[config.mk]
export PLATFORM = sky130hd
export DESIGN_NAME = alu_seq
export DESIGN_NICKNAME = d
export VERILOG_FILES = /design/src/rtl/alu_pkg.sv /design/src/rtl/alu_mul_shift.sv /design/src/rtl/alu_seq.sv
export SDC_FILE = /design/constraint.sdc
export NUM_CORES = 1
export LEC_CHECK = 0
export CORE_MARGIN = 4
export CORE_UTILIZATION = 45
export DETAILED_ROUTE_END_ITERATION = 16
export GPL_TIMING_DRIVEN = 0
export PLACE_DENSITY_LB_ADDON = 0.25
export SLEW_MARGIN = 20
export SYNTH_ARGS = -nofsm -noshare
export SYNTH_HDL_FRONTEND = slang
export SYNTH_SLANG_ARGS = --single-unit
[constraint.sdc]
create_clock -name clk -period 3.38 [get_ports clk]
set_input_delay 0.676 -clock clk [delete_from_list [all_inputs] [get_ports clk]]
set_output_delay 0.676 -clock clk [all_outputs]
set_load 0.01 [all_outputs]
[src/rtl/alu_pkg.sv]
// Shared definitions for the sequential ALU: op encodings, flag layout and FSM state codes.
// Used by alu_seq and alu_mul_shift.
package alu_pkg;

  localparam logic [3:0] OP_NOT = 4'd0;
  localparam logic [3:0] OP_ADD = 4'd1;
  localparam logic [3:0] OP_SUB = 4'd2;
  localparam logic [3:0] OP_AND = 4'd3;
  localparam logic [3:0] OP_OR  = 4'd4;
  localparam logic [3:0] OP_XOR = 4'd5;
  localparam logic [3:0] OP_INC = 4'd6;
  localparam logic [3:0] OP_DEC = 4'd7;
  localparam logic [3:0] OP_ADC = 4'd8;
  localparam logic [3:0] OP_SBC = 4'd9;
  localparam logic [3:0] OP_SHL = 4'd10;
  localparam logic [3:0] OP_SHR = 4'd11;
  localparam logic [3:0] OP_MUL = 4'd12;

  localparam int FLG_Z = 0;
  localparam int FLG_C = 1;
  localparam int FLG_N = 2;
  localparam int FLG_V = 3;

  localparam logic [1:0] ST_IDLE = 2'd0;
  localparam logic [1:0] ST_BUSY = 2'd1;
  localparam logic [1:0] ST_DONE = 2'd2;

  // Field order gives bit positions {V,N,C,Z} = [3:0], matching the FLG_* indices.
  typedef struct packed {
    logic v;
    logic n;
    logic c;
    logic z;
  } flags_t;

endpackage

[src/rtl/alu_mul_shift.sv]
// Iterative unsigned shift-add multiplier: one partial product per cycle over WIDTH cycles.
// product is the value the accumulator takes on the next edge, so it is final while done is high.
module alu_mul_shift
  import alu_pkg::*;
#(
  parameter int WIDTH = 8
) (
  input  logic               clk,
  input  logic               rst,
  input  logic               start,
  input  logic [WIDTH-1:0]   a,
  input  logic [WIDTH-1:0]   b,
  output logic               busy,
  output logic               done,
  output logic [2*WIDTH-1:0] product
);

  localparam logic [WIDTH-1:0] CNT_INIT = WIDTH'(WIDTH);
  localparam logic [WIDTH-1:0] CNT_ONE  = WIDTH'(1);

  logic [WIDTH-1:0]   mcand_q;
  logic [2*WIDTH-1:0] acc_q;
  logic [WIDTH-1:0]   count_q;
  logic [WIDTH-1:0]   addend;
  logic [WIDTH:0]     sum;
  logic [2*WIDTH-1:0] acc_next;

  // Upper half accumulates the partial sums; lower half holds the multiplier bits still to consume.
  assign addend   = acc_q[0] ? mcand_q : '0;
  assign sum      = {1'b0, acc_q[2*WIDTH-1:WIDTH]} + {1'b0, addend};
  assign acc_next = {sum, acc_q[WIDTH-1:1]};

  always_ff @(posedge clk) begin
    if (rst) begin
      mcand_q <= '0;
      acc_q   <= '0;
      count_q <= '0;
    end else if (start) begin
      mcand_q <= a;
      acc_q   <= {{WIDTH{1'b0}}, b};
      count_q <= CNT_INIT;
    end else if (count_q != '0) begin
      acc_q   <= acc_next;
      count_q <= count_q - CNT_ONE;
    end
  end

  assign busy    = (count_q != '0);
  assign done    = (count_q == CNT_ONE);
  assign product = acc_next;

endmodule

[src/rtl/alu_seq.sv]
// Registered ALU with valid/ready handshake, persistent {V,N,C,Z} flags and carry-chained ADC/SBC.
// Define ALU_MUL_EN to build the iterative multiplier for op 12; otherwise op 12 reports err.
module alu_seq
  import alu_pkg::*;
#(
  parameter int         WIDTH     = 8,
  parameter logic [3:0] FLAGS_RST = 4'b0000
) (
  input  logic             clk,
  input  logic             rst,
  input  logic             in_valid,
  output logic             in_ready,
  input  logic [WIDTH-1:0] a,
  input  logic [WIDTH-1:0] b,
  input  logic [3:0]       alu_op,
  output logic             out_valid,
  input  logic             out_ready,
  output logic [WIDTH-1:0] result,
  output logic [3:0]       flags,
  output logic             err
);

  localparam int MSB = WIDTH - 1;

`ifdef ALU_MUL_EN
  localparam bit MUL_EN = 1'b1;
`else
  localparam bit MUL_EN = 1'b0;
`endif

  logic [1:0]         state_q;
  logic [WIDTH-1:0]   result_q;
  flags_t             flg_q;
  logic               err_q;

  logic               accept;
  logic               is_mul;
  logic               mul_done;
  logic [2*WIDTH-1:0] mul_product;

  logic [WIDTH-1:0]   opnd;
  logic               carry_in;
  logic [WIDTH:0]     add_ext;
  logic [WIDTH:0]     sub_ext;
  logic [WIDTH-1:0]   alu_res;
  flags_t             alu_flg;
  logic               alu_err;
  flags_t             mul_flg;

  assign in_ready  = (state_q == ST_IDLE) || ((state_q == ST_DONE) && out_ready);
  assign accept    = in_valid && in_ready;
  assign is_mul    = MUL_EN && (alu_op == OP_MUL);
  assign out_valid = (state_q == ST_DONE);
  assign result    = result_q;
  assign flags     = flg_q;
  assign err       = err_q;

  // INC/DEC reuse the add/sub paths with a constant 1; ADC/SBC chain in the stored carry.
  always_comb begin
    // NOTE: every combinational output gets a default first, so no path leaves it unassigned and no latch is inferred.
    opnd     = b;
    carry_in = 1'b0;
    if ((alu_op == OP_INC) || (alu_op == OP_DEC)) begin
      opnd = {{(WIDTH-1){1'b0}}, 1'b1};
    end
    if ((alu_op == OP_ADC) || (alu_op == OP_SBC)) begin
      carry_in = flg_q.c;
    end
  end

  assign add_ext = {1'b0, a} + {1'b0, opnd} + {{WIDTH{1'b0}}, carry_in};
  assign sub_ext = {1'b0, a} - {1'b0, opnd} - {{WIDTH{1'b0}}, carry_in};

  always_comb begin
    alu_res = '0;
    alu_flg = '0;
    alu_err = 1'b0;
    case (alu_op)
      OP_NOT: alu_res = ~a;
      OP_AND: alu_res = a & b;
      OP_OR:  alu_res = a | b;
      OP_XOR: alu_res = a ^ b;
      OP_ADD, OP_ADC, OP_INC: begin
        alu_res   = add_ext[MSB:0];
        alu_flg.c = add_ext[WIDTH];
        alu_flg.v = (a[MSB] == opnd[MSB]) && (add_ext[MSB] != a[MSB]);
      end
      OP_SUB, OP_SBC, OP_DEC: begin
        // Bit WIDTH of the extended difference is the borrow out.
        alu_res   = sub_ext[MSB:0];
        alu_flg.c = sub_ext[WIDTH];
        alu_flg.v = (a[MSB] != opnd[MSB]) && (sub_ext[MSB] != a[MSB]);
      end
      OP_SHL: begin
        alu_res   = {a[MSB-1:0], 1'b0};
        alu_flg.c = a[MSB];
      end
      OP_SHR: begin
        alu_res   = {1'b0, a[MSB:1]};
        alu_flg.c = a[0];
      end
      default: alu_err = 1'b1;
    endcase
    // An illegal op leaves alu_res at zero, which yields exactly flags {0,0,0,1}.
    alu_flg.z = (alu_res == '0);
    alu_flg.n = alu_res[MSB];
  end

  always_comb begin
    mul_flg   = '0;
    mul_flg.c = (mul_product[2*WIDTH-1:WIDTH] != '0);
    mul_flg.z = (mul_product[MSB:0] == '0);
    mul_flg.n = mul_product[MSB];
  end

`ifdef ALU_MUL_EN
  logic mul_busy;

  alu_mul_shift #(
    .WIDTH   (WIDTH)
  ) u_mul (
    .clk     (clk),
    .rst     (rst),
    .start   (accept && is_mul),
    .a       (a),
    .b       (b),
    .busy    (mul_busy),
    .done    (mul_done),
    .product (mul_product)
  );

  // The FSM and the multiplier count must leave BUSY on the same edge.
  assert property (@(posedge clk) disable iff (rst) (state_q == ST_BUSY) |-> mul_busy);
`else
  assign mul_done    = 1'b0;
  assign mul_product = '0;
`endif

  // Result, flags and err change only on entry into DONE, so they stay stable while the consumer stalls.
  always_ff @(posedge clk) begin
    // NOTE: sequential state uses non-blocking assignments so every register samples pre-edge values.
    if (rst) begin
      state_q  <= ST_IDLE;
      result_q <= '0;
      flg_q    <= FLAGS_RST;
      err_q    <= 1'b0;
    end else if (accept) begin
      if (is_mul) begin
        state_q <= ST_BUSY;
      end else begin
        state_q  <= ST_DONE;
        result_q <= alu_res;
        flg_q    <= alu_flg;
        err_q    <= alu_err;
      end
    end else begin
      case (state_q)
        ST_BUSY: begin
          if (mul_done) begin
            state_q  <= ST_DONE;
            result_q <= mul_product[MSB:0];
            flg_q    <= mul_flg;
            err_q    <= 1'b0;
          end
        end
        ST_DONE: begin
          if (out_ready) begin
            state_q <= ST_IDLE;
          end
        end
        default: ;
      endcase
    end
  end

endmodule

Yosys cells after proc, flatten, opt, wreduce, memory -nomap -nowiden
Index checks and enable logic that the tools add are counted.

Shifts and indexed selects: 0. Reduce and logical (&&, ||, !) cells: 16. Muxes and demuxes: 9. Multipliers: 0. Order comparisons: 0. Add/sub/neg operators: 4. Bitwise operators: 4. Divide/modulo/power cells: 0. Eq/ne operators: 15.

Operators with widths (number): $pmux 8 s8 (1); $eq 4x3->1 const B (4); $eq 4x4->1 const B (4); $reduce_or 12->1 (1); $add 8x8->9 (1); $add 9x1->9 (1); $sub 8x8->9 (1); $sub 9x1->9 (1); $and 8x8->8 (1); $eq 4x2->1 const B (2); $logic_not 8->1 (1); $mux 8 (1); $not 8->8 (1); $or 8x8->8 (1); $xor 8x8->8 (1); $mux 2 (3); $reduce_or 3->1 (2); $eq 4x1->1 const B (1); $logic_and 1x1->1 (4); $logic_not 4->1 (1); $pmux 1 s4 (1); $reduce_bool 2->1 (2); $logic_or 1x1->1 (3); $ne 1x1->1 (3); other kinds (5) (6).

Memory bits (read-only): 0. Bits in latches: 0. Register bits: 14. Logic and storage cells: 55. Memories kept: 0. Bits in writable memories: 0. Bits of input ports: 24.

Logic depth before layout (Yosys ltp)
Word-level depth: 8. Mapped depth: 15. Mapped depth without buffers: 13.

Least setup slack after synthesis
Ideal clock, no wire load.

Path type: input -> register. From: input alu_op[1]. To: register flg_q, in the netlist flags[0]. Arrival time: 3500 ps. Slack: -179 ps. Stages: 15. Data required time: 3321 ps. Path buffers: 3. Cells stage by stage: buf_2 > buf_2 > buf_1 > nand3b_1 > inv_1 > fa_1 > inv_1 > ha_1 > nand2_1 > nand2_1 > a2111o_1 > a31oi_4 > xnor2_1 > a221oi_2 > a41o_1.

Longest elaborated chain between the ends: 7.

RTL lines: start: declaration (RTL line alu_seq.sv:15) `input logic [3:0] alu_op,`; $eq 4x3->1 (RTL line alu_seq.sv:63, alu_seq.sv:78); $logic_or 1x1->1 (RTL line alu_seq.sv:63) `if ((alu_op == OP_INC) || (alu_op == OP_DEC)) begin`; $mux 8 (RTL line alu_seq.sv:63); $sub 8x8->9 / $add 8x8->9 (equally long branches) (RTL line alu_seq.sv:72, alu_seq.sv:71); $sub 9x1->9 / $add 9x1->9 (equally long branches) (RTL line alu_seq.sv:72, alu_seq.sv:71); $pmux 8 s8 (*) (RTL line alu_seq.sv:78) `case (alu_op)`; $logic_not 8->1 (*) (RTL line alu_seq.sv:105) `alu_flg.z = (alu_res == '0);`; end signal: assignment (RTL line alu_seq.sv:153) `flg_q <= alu_flg;`; end signal: assignment (RTL line alu_seq.sv:162) `flg_q <= mul_flg;`; end: declaration (RTL line alu_seq.sv:33) `flags_t flg_q;`.

Every way passes the cells marked *; elsewhere a longest branch is shown, timed or not. A chain may end at the register's enable or synchronous reset.

Worst setup path in the final report
From: input alu_op[3]. To: register flg_q, in the netlist flags[0].

Same word-level chain as after synthesis.

==> impl_results.md <==
* Tightest Pin Transition at 0.908 ns
* Worst hold endpoint: err
* Die area at 6260 um2
* Layout Cells excl Fill at 412
* CP max FO at 10
* Rel. slew slack at 39.5%
* GRT Residual Overflow at 0
* Clk pwr share at 18.6%
* Total clock sinks at 13
* Vias per cell at 5.59
* Final Max Tran Viols at 0
* Multi-input logic area at 1870 um2
* Initial core utilization at 47.2%
* Wire length on met1 at 2.89 mm
* Number of core rows at 25
* Register area at 260 um2
* Die width at 79.1 um
* Clock root buffer: clkbuf_8
* Fillers at 467
* Most frequent cells in the layout: ha_1, inv_1, clkdlybuf4s50_1, nor2_1, nand2_1
* CP startpoint kind: input port
* Worst Path Required at 3.52 ns
* Routed wire per std cell at 15.3 um
* DRT Pass-1 Iters at 5
* R2R Setup Slk at 0.60 ns
* R2R cell count at 12
* Nets at 411
* Mapped Nets at 367
* Residual DRC count at 0
* Routed met3 length at 435 um
* Gpl congestion at 0.872
* Fmax at 304 MHz
* Total Wirelength at 6.31 mm
* CTS H-tree depth at 1
* Fraction of layout cells with a size suffix above 1 at 13.0%
* Switch Pwr at 302 uW
* Hold_ws at 0.487 ns
* Met2 WL post-DR at 2.83 mm
* Internal at 456 uW
* CP endpoint kind: flop
* RSZ-0062 raised after global routing: no
* I/O pin total at 39
* Synth Flop Type: dfxtp_1
* Placed Cells at 405
* Cells after synthesis at 302
* Die Ht at 79.1 um
* Hold Crit Class: flop to flop
* Max rail drop VDD at 0.137 mV
* Final hold violation count at 0
* IO buf count at 36
* Highest routed layer: met4
* Setup Viol. Count Final at 0
* Hold-critical path depth at 2
* Commonest non-fill, non-tap cell in the layout: ha_1
* Core footprint at 4820 um2
* Mapped Area at 2270 um2
* Clock Path Buffers at 2
* Lkg Pwr at 1.25 nW
* Pwr dens at 261 nW/um2
* Async SR Flop Fraction at 0%
* CP Class: input port to flop
* Worst-skew pair later-pin latency at 0.25 ns
* Initial antenna violation count at 0
* Flop pwr share at 22.8%
* CTS Buf Count at 3
* FF-to-FF End: flags[0]
* Switching Fraction at 39.8%
* CTS tree: built
* Period utilization at 97.2%
* Worst Skew at 0.000370 ns
* DRT iter0 DRCs at 133
* Synth cell types at 53
* Antenna Cells at 0
* Post-synthesis register bit count at 13
* Yosys Warn Count at 0
* Hold buffer count at cts at 0
* Sequential area share after synthesis at 11.4%
* Detailed-placement wirelength estimate at 5.00 mm
* Synthesis-to-layout area growth at 27.7%
* Via Count at 2302
* Worst Min Path Start: err
* Overall routing resource usage at 20.3%
* Status: complete, no violations
* First-pass GRT wire length at 10.3 mm
* Vias in the first global route at 2153
* Min Tclk post-route at 3.29 ns
* Max cap viols at 0
* CP arrival at 3.43 ns
* Logic pwr share at 58.6%
* Final ANT Viol Nets at 0
* Largest net degree at the start of global routing at 19
* Post-synth EDFFs at 0
* Syn_area_per_cell at 7.53 um2
* Reg clk slew, reported paths at 0.05 ns
* Crit Reg-Reg Startpoint: flags[1]
-- worst max-delay path: stages --
cell and delay, ns:
buf_4 0.15, buf_8 0.15, nand3b_1 0.24, nand2_2 0.14, inv_1 0.06, fa_2 0.35, fa_2 0.41, o21bai_1 0.20
a21oi_2 0.09, xnor2_1 0.21, a221oi_2 0.10, and4b_1 0.24, and3_1 0.19, a41o_1 0.23
-- stage by stage --
stage	power [mW]	area [um2]	utilization (%)	setup slack (ns)	setup TNS, ns
2_1_floorplan	0.455	2280	-	0.00364	0
3_3_place_gp	0.578	2730	56.6	-0.866	-6.09
3_5_place_dp	0.581	2730	56.6	-0.960	-6.34
4_1_cts	0.748	2880	59.8	0.0297	0
5_1_grt	0.817	2900	60.3	0.00334	0
6_report	0.758	2900	60.3	0.0950	0
-- layer usage --
layer	global-route usage [%]	vias up
met2	31.9	99
met1	28.0	1037
met3	2.04	14
li1	-	1152
met5	0	-
met4	8.59	0
-- layout make-up --
type | instances | area share, %
sequential | 13 | 8.96
timing repair buffer | 40 | 13.2
clock buffer | 4 | 1.55
tap | 67 | 2.89
buffer | 15 | 4.22
multi-input combinational | 237 | 64.5
inverter | 36 | 4.65
-- cells in the mapped netlist (4+ instances only) --
cell type	count	area share (%)
nand2_1	20	3.3
nor2_1	21	3.5
o21ai_0	18	4.0
inv_1	36	5.9
dfxtp_1	13	11
nand3_1	10	2.2
nand2b_1	10	2.8
a21oi_1	19	4.2
nor2b_1	7	1.9
ha_1	37	20
nor3_1	6	1.3
xnor2_1	14	5.4
nand3b_1	4	1.3
xor2_1	5	1.9
clkbuf_1	4	0.66
a211oi_1	9	3.0
buf_2	8	1.8
fa_1	4	3.5
-- state kept, by name, summed over array words and instances, names as in the netlist --
signal,cells
err,1
flags,3
result,8
state_q,1
-- worst max-delay path by stage --
stage / start / to / slack (ns)
after global placement: alu_op[1] / flags[0] / -0.87
after CTS: a[0] / flags[0] / 0.03
after global routing: b[0] / flags[0] / 0.003
after detailed placement: alu_op[1] / flags[0] / -0.96
after floorplan: alu_op[1] / flags[0] / 0.004
final: alu_op[3] / flags[0] / 0.09
-- repair_timing --
action                                  CTS  global route
resized for setup                        26            17
buffers inserted                          5             0
endpoints found under the setup margin   10             6
pin swaps                                13            12
-- power groups by stage --
stage	Sequential, mW	Clock [mW]	Combinational, mW
2_1_floorplan	0.181	0	0.273
5_1_grt	0.174	0.152	0.490
4_1_cts	0.173	0.142	0.433
6_report	0.173	0.141	0.444
3_3_place_gp	0.175	0	0.403
3_5_place_dp	0.176	0	0.405
-- logic make-up (layout without fill, tap and decap cells) --
logic type	after synthesis	in the layout	share of synthesized area, %
simple gates	89	89	19.6
compound gates	84	84	26.4
buf+inv	52	95	9.52
fa+ha+maj	41	41	23.9
xor+xnor	19	19	7.32
flops	13	13	11.4
mux	4	4	1.82
No activity file was read; power rests on OpenSTA's default activity.
